[config.mk]
export PLATFORM = sky130hd
export DESIGN_NAME = acondicionador_botones
export DESIGN_NICKNAME = d
export VERILOG_FILES = /design/src/rtl/acondicionador_botones.sv
export SDC_FILE = /design/constraint.sdc
export NUM_CORES = 1
export LEC_CHECK = 0
export ABC_AREA = 1
export CAP_MARGIN = 10
export CORE_UTILIZATION = 50
export CTS_BUF_LIST = sky130_fd_sc_hd__clkbuf_16
export CTS_CLUSTER_DIAMETER = 80
export CTS_CLUSTER_SIZE = 8
export DETAILED_ROUTE_END_ITERATION = 12
export DONT_BUFFER_PORTS = 1
export PLACE_DENSITY = 0.78
export RECOVER_POWER = 100
export SYNTH_ARGS = -nofsm -noshare
export SYNTH_HDL_FRONTEND = slang
export SYNTH_SLANG_ARGS = --single-unit
[constraint.sdc]
create_clock -name clk -period 1.3 [get_ports clk]
set_clock_uncertainty 0.1 [all_clocks]
set_input_delay 0.26 -clock clk [delete_from_list [all_inputs] [get_ports clk]]
set_output_delay 0.26 -clock clk [all_outputs]
set_load 0.05 [all_outputs]
[src/rtl/acondicionador_botones.sv]
// acondicionador_botones: conditions four raw push-buttons (Test, Reset,
// Energia, Medicina). Each input is synchronized, debounced by its own FSM
// and turned into a clean level, a one-cycle press strobe and an optional
// long-press flag.
// Optional feature macro: ACONDICIONADOR_LONG_PRESS_EN enables the per-button
// hold counters and btn_long. Without it btn_long is tied low.
module acondicionador_botones #(
    parameter int DEBOUNCE_CYCLES = 4,
    parameter int HOLD_CYCLES     = 16
) (
    input  logic       clk,
    input  logic       reset,
    input  logic [3:0] btn_raw,
    output logic [3:0] btn_level,
    output logic [3:0] btn_pulse,
    output logic [3:0] btn_long
);

    localparam int DW = $clog2(DEBOUNCE_CYCLES + 1);
    localparam logic [DW-1:0] DEB_MAX = DW'(DEBOUNCE_CYCLES);
    localparam logic [DW-1:0] DEB_ONE = DW'(1);

    typedef enum logic [1:0] {
        IDLE        = 2'd0,
        DEB_PRESS   = 2'd1,
        PRESSED     = 2'd2,
        DEB_RELEASE = 2'd3
    } state_t;

    // Saturating increment: the debounce counter never wraps.
    function automatic logic [DW-1:0] deb_inc(input logic [DW-1:0] v);
        return (v >= DEB_MAX) ? v : v + 1'b1;
    endfunction

    logic [3:0] sync_p0;
    logic [3:0] sync_p1;

    // Two-flop synchronizer; the debouncers only ever look at sync_p1.
    always_ff @(posedge clk) begin
        if (reset) begin
            sync_p0 <= '0;
            sync_p1 <= '0;
        end else begin
            sync_p0 <= btn_raw;
            sync_p1 <= sync_p0;
        end
    end

    for (genvar i = 0; i < 4; i++) begin : g_bit
        state_t        state, state_next;
        logic [DW-1:0] deb_cnt, deb_cnt_next;
        logic [DW-1:0] deb_cnt_inc;
        logic          pulse_q, pulse_next;
        logic          level;

        assign deb_cnt_inc = deb_inc(deb_cnt);

        // State, debounce counter and press strobe registers.
        always_ff @(posedge clk) begin
            if (reset) begin
                state   <= IDLE;
                deb_cnt <= '0;
                pulse_q <= 1'b0;
            end else begin
                state   <= state_next;
                deb_cnt <= deb_cnt_next;
                pulse_q <= pulse_next;
            end
        end

        // Next-state logic; the count includes the sample that left the
        // previous stable state, so entry loads 1 rather than 0.
        always_comb begin
            state_next   = state;
            deb_cnt_next = deb_cnt;
            pulse_next   = 1'b0;
            case (state)
                IDLE: begin
                    deb_cnt_next = '0;
                    if (sync_p1[i]) begin
                        deb_cnt_next = DEB_ONE;
                        if (DEB_ONE == DEB_MAX) begin
                            state_next   = PRESSED;
                            deb_cnt_next = '0;
                            pulse_next   = 1'b1;
                        end else begin
                            state_next = DEB_PRESS;
                        end
                    end
                end
                DEB_PRESS: begin
                    if (!sync_p1[i]) begin
                        state_next   = IDLE;
                        deb_cnt_next = '0;
                    end else if (deb_cnt_inc == DEB_MAX) begin
                        state_next   = PRESSED;
                        deb_cnt_next = '0;
                        pulse_next   = 1'b1;
                    end else begin
                        deb_cnt_next = deb_cnt_inc;
                    end
                end
                PRESSED: begin
                    deb_cnt_next = '0;
                    if (!sync_p1[i]) begin
                        if (DEB_ONE == DEB_MAX) begin
                            state_next = IDLE;
                        end else begin
                            state_next   = DEB_RELEASE;
                            deb_cnt_next = DEB_ONE;
                        end
                    end
                end
                DEB_RELEASE: begin
                    if (sync_p1[i]) begin
                        // Bounce during release: return without a new strobe.
                        state_next   = PRESSED;
                        deb_cnt_next = '0;
                    end else if (deb_cnt_inc == DEB_MAX) begin
                        state_next   = IDLE;
                        deb_cnt_next = '0;
                    end else begin
                        deb_cnt_next = deb_cnt_inc;
                    end
                end
                default: begin
                    state_next   = IDLE;
                    deb_cnt_next = '0;
                end
            endcase
        end

        assign level        = (state == PRESSED) || (state == DEB_RELEASE);
        assign btn_level[i] = level;
        assign btn_pulse[i] = pulse_q;

`ifdef ACONDICIONADOR_LONG_PRESS_EN
        localparam int HW = $clog2(HOLD_CYCLES + 1);
        localparam logic [HW-1:0] HOLD_MAX = HW'(HOLD_CYCLES);
        logic [HW-1:0] hold_cnt;

        // Hold counter: cleared on acceptance, counts while PRESSED,
        // frozen during release bounces, saturates at HOLD_CYCLES.
        always_ff @(posedge clk) begin
            if (reset) begin
                hold_cnt <= '0;
            end else if (pulse_next) begin
                hold_cnt <= '0;
            end else if (state == PRESSED && hold_cnt < HOLD_MAX) begin
                hold_cnt <= hold_cnt + 1'b1;
            end
        end

        assign btn_long[i] = level && (hold_cnt >= HOLD_MAX);
`else
        assign btn_long[i] = 1'b0;
`endif
    end

endmodule

# Yosys cells after proc, flatten, opt, wreduce, memory -nomap -nowiden
# Index checks and enable logic that the tools add are counted.
[word_totals]
output_inout_bits = 12
wordCells = 138
register_bits = 32
inputBits = 6
[classes]
n_eq_ne = 32
bitwise_logic = 8
n_addsub = 4
muxes = 60
n_reduce_logical = 16
magnitude_cmp = 4
[ops]
columns = ["operator", "count"]
rows = [
  ["$mux W2", 24],
  ["$mux W3", 16],
  ["$pmux W3 S4", 4],
  ["$pmux W2 S4", 4],
  ["$ne A3 B3 Y1 const B", 8],
  ["$eq A2 B2 Y1 const B", 8],
  ["$ne A2 B2 Y1 const B", 8],
  ["$reduce_and A4 Y1", 4],
  ["$add A3 B1 Y3 const B", 4],
  ["$eq A3 B3 Y1 const B", 4],
  ["$ge A3 B3 Y1 const B", 4],
  ["$mux W1", 12],
  ["$reduce_or A3 Y1", 4],
  ["$eq A2 B1 Y1 const B", 4],
  ["$logic_not A2 Y1", 4],
  ["$not A1 Y1", 8],
  ["$logic_or A1 B1 Y1", 4],
]

# Longest topological paths before layout
[logic_depth]
ltp_word = 6
mapped_depth = 8
mapped_depth_nobuf = 8

# Worst setup path after synthesis
# No wires, ideal clock.
[synth_path]
path_type = "reg2reg"
startpoint = "reg g_bit[3].deb_cnt[0]"
endpoint = "reg (tool-made name)"
t_arrival_ns = 1.166
period_less_slack_ns = 1.379
required_ns = 1.087
path_buffers = 0
path_stages_with_launch = 7
setup_time_ns = 0.113
slack_ns = -0.079
path_cell_list = "dfxtp_1 inv_1 ha_1 o21ai_1 nand3_2 nor2_1 nor2_1"
[synth_lines]
columns = ["element", "line_no", "source"]
rows = [
  ["start, declared", "51", "logic [DW-1:0] deb_cnt, deb_cnt_next;"],
  ["start signal, assigned", "66", "deb_cnt <= deb_cnt_next;"],
]

==> results.cfg <==
[clock_tree]
clockBufferDepth = 2
clock-root-buffer = clkbuf_16
clk_latency_ns = 0.27
clock-sinks = 32
cts_tree = yes
htreeDepth = 2
clk_pin_slew_ns = 0.05
cts_buffers = 5

[synth]
syn_area_per_cell_sq_um = 7.300
synth_mux_area_share_pct = 0
synthAdderAreaFrac_pct = 6.689
synth.distinct_cells = 23
synth_flop_cell = dfxtp_1
synthCells = 205
yosysMostFrequentCell = nand2_1
synth-simple-area-share_pct = 28.43
synth_area_leader_cell = dfxtp_1
synth_top_family_by_area = simple AND/OR/NAND/NOR gates
yosys-top-cells-area = dfxtp_1, nand2_1, inv_1
yosysSeqAreaShare_pct = 42.81
synth-compound-area-share_pct = 2.341
synth_common_cells = nand2_1, inv_1, dfxtp_1
synthXorXnorAreaFrac_pct = 1.672
synth_area_sq_um = 1496
synthArstFlopShare_pct = 0
yosysTopAreaCellShare_pct = 42.81
synth-seq-cells = 32
ys_warn_count = 0
synth_edf_count = 0

[routing]
vias = 1174
viasPerCell = 4.586
wl_um = 2645
ant_nets = 0
drt-initial-drc-count = 57
drc_errors = 0
wl_per_cell_um = 10.33
drt_first_pass_iters = 5

[status]
outcome = finished with violations
violations = negative setup slack

[global_route]
grt_pass1_wl_um = 4547
overflow = 0
grt_pass1_vias = 1051
grt_max_degree = 10
antenna_found_initial = 0
grt_use_total_pct = 19.08

[setup_path]
start_kind = register
worstSetupPathType = reg -> reg
cp.arrival_ns = 1.39
critPathRequiredTime_ns = 1.37
end_kind = register
worstPathMaxFanout = 4

[placed_design]
io_buffers = 0
dp_hpwl_um = 1604
dp.cells = 235
routabilityCongestion = 0.8732
placed_area_sq_um = 1544

[job]
maxCapViolCount = 0

[floorplanning]
die_area_sq_um = 3215
start_util_pct = 53.35
fp.dieH_um = 56.71
ios = 18
rows = 19
core_sq_um = 2805
die_w_um = 56.71

[pwr]
power_switching_mw = 0.4644
seq_power_share_pct = 46.0
p_total_mw = 2.198
clkPwrFrac_pct = 48.4
leakagePower_nw = 0.9294
switching_share_pct = 21.13
power_density_nw_per_um2 = 1121
combPwrFrac_pct = 5.6
p_int_mw = 1.734
ir_drop_v = 0.0009793

[sta]
tns_ns = -0.01896
rsz0062_at_grt = yes
setup_violations = 1
maxSlewViolCount = 0
fmax_ghz = 0.7582
setup_ws_ns = -0.01896
whs_ns = 0.08489
fin_crit_sh_pct = 101.5
final.min_clock_period_ns = 1.319
hold_viol = 0

[final_layout]
nNetsFinal = 238
drive_gt1_share_pct = 36.44
final_cell_area_sq_um = 1961
n_antenna_cell = 0
stdcell_count = 256
syn_to_final_growth_pct = 31.02

[worst_hold_path]
hold_class = in -> reg
==> logic make-up (layout without fill, tap and decap cells) <==
group / count (synthesis) / in the layout
flops: 32 / 32
simple gates: 96 / 96
other cells: 1 / 4
xor+xnor: 2 / 2
compound gates: 7 / 7
fa+ha+maj: 8 / 8
buf+inv: 59 / 76
==> layer usage <==
layer | wire (um) | global-route usage, % | part of all wire, %
met3 | 132 | 7.604 | 5.0
met5 | 0 | 0 | 0
met2 | 1234 | 28.91 | 47
met4 | 88 | 10.36 | 3.3
met1 | 1190 | 23.01 | 45
==> critical path, stage by stage, from the launching register on <==
cell	delay, ns
dfxtp_2	0.33
inv_2	0.04
ha_4	0.23
o21ai_4	0.16
nand3_2	0.15
nor2_1	0.15
nor2_1	0.06
==> worst paths after layout <==
| check | startpoint | to | slack, ns | cells after the start |
|---|---|---|---|---|
| setup / recovery | g_bit[3].deb_cnt[0] | register | -0.02 | 6 |
| hold / removal | reset | register | 0.08 | 3 |
| setup reg to reg | g_bit[3].deb_cnt[0] | register | -0.02 | 6 |
| hold reg to reg | sync_p0[3] | sync_p1[3] | 0.32 | 2 |
==> metrics by stage <==
stage | util, % | worst slack (ns)
detailed placement | 55.04 | -0.04382
finish | 69.89 | -0.01896
floorplan | - | 0.0003590
global route | 69.89 | -0.08400
CTS | 65.92 | 0.0001259
global placement | 55.04 | -0.01289
==> power by group through the flow <==
stage,logic [mW],clock network [mW],registers [mW]
floorplan,0.0803,0,1.03
global placement,0.0842,0,1.03
detailed placement,0.0855,0,1.03
CTS,0.113,1.09,1.01
global route,0.135,1.14,1.01
finish,0.122,1.06,1.01
==> layout by cell type (no fill, tap or decap) <==
cell type | synthesis | routed
nor2_4 | 0 | 2
xor2_2 | 1 | 1
dfxtp_1 | 32 | 22
dlygate4sd3_1 | 0 | 8
clkbuf_16 | 0 | 5
nand3_2 | 3 | 5
and2_1 | 1 | 1
nor3b_1 | 2 | 1
o21ai_0 | 2 | 2
and3_1 | 1 | 1
nor2_2 | 2 | 8
ha_2 | 0 | 1
nand3_1 | 7 | 5
nand2_2 | 0 | 6
nor3_2 | 2 | 2
nor3_1 | 2 | 2
nor3b_2 | 0 | 1
inv_2 | 5 | 13
a21oi_1 | 3 | 1
xor2_1 | 1 | 1
buf_6 | 0 | 1
nor4_2 | 0 | 2
dfxtp_2 | 0 | 10
nand2_1 | 51 | 45
ha_4 | 0 | 4
nor2_1 | 23 | 15
a21oi_2 | 0 | 2
ha_1 | 8 | 3
buf_4 | 12 | 17
o21ai_4 | 0 | 2
inv_1 | 37 | 31
clkinv_1 | 0 | 1
conb_1 | 1 | 4
==> what timing repair did <==
action,4_1_cts,5_1_grt
pin swaps,15,16
setup endpoints to repair,5,15
resized for setup,15,33
endpoints found under the hold margin,12,0
gates cloned,0,0
hold buffers,8,0
setup buffers,3,2
==> layout make-up <==
cell class                 instances  area (sq um)
timing repair buffer              26         219.0
sequential                        32         653.1
inverter                          42         157.7
multi-input combinational        117         755.7
clock buffer                       5         125.1
fill                             225         844.6
clock inverter                     3         11.26
tap                               31         38.79
Power figures use the tool's default switching activity.
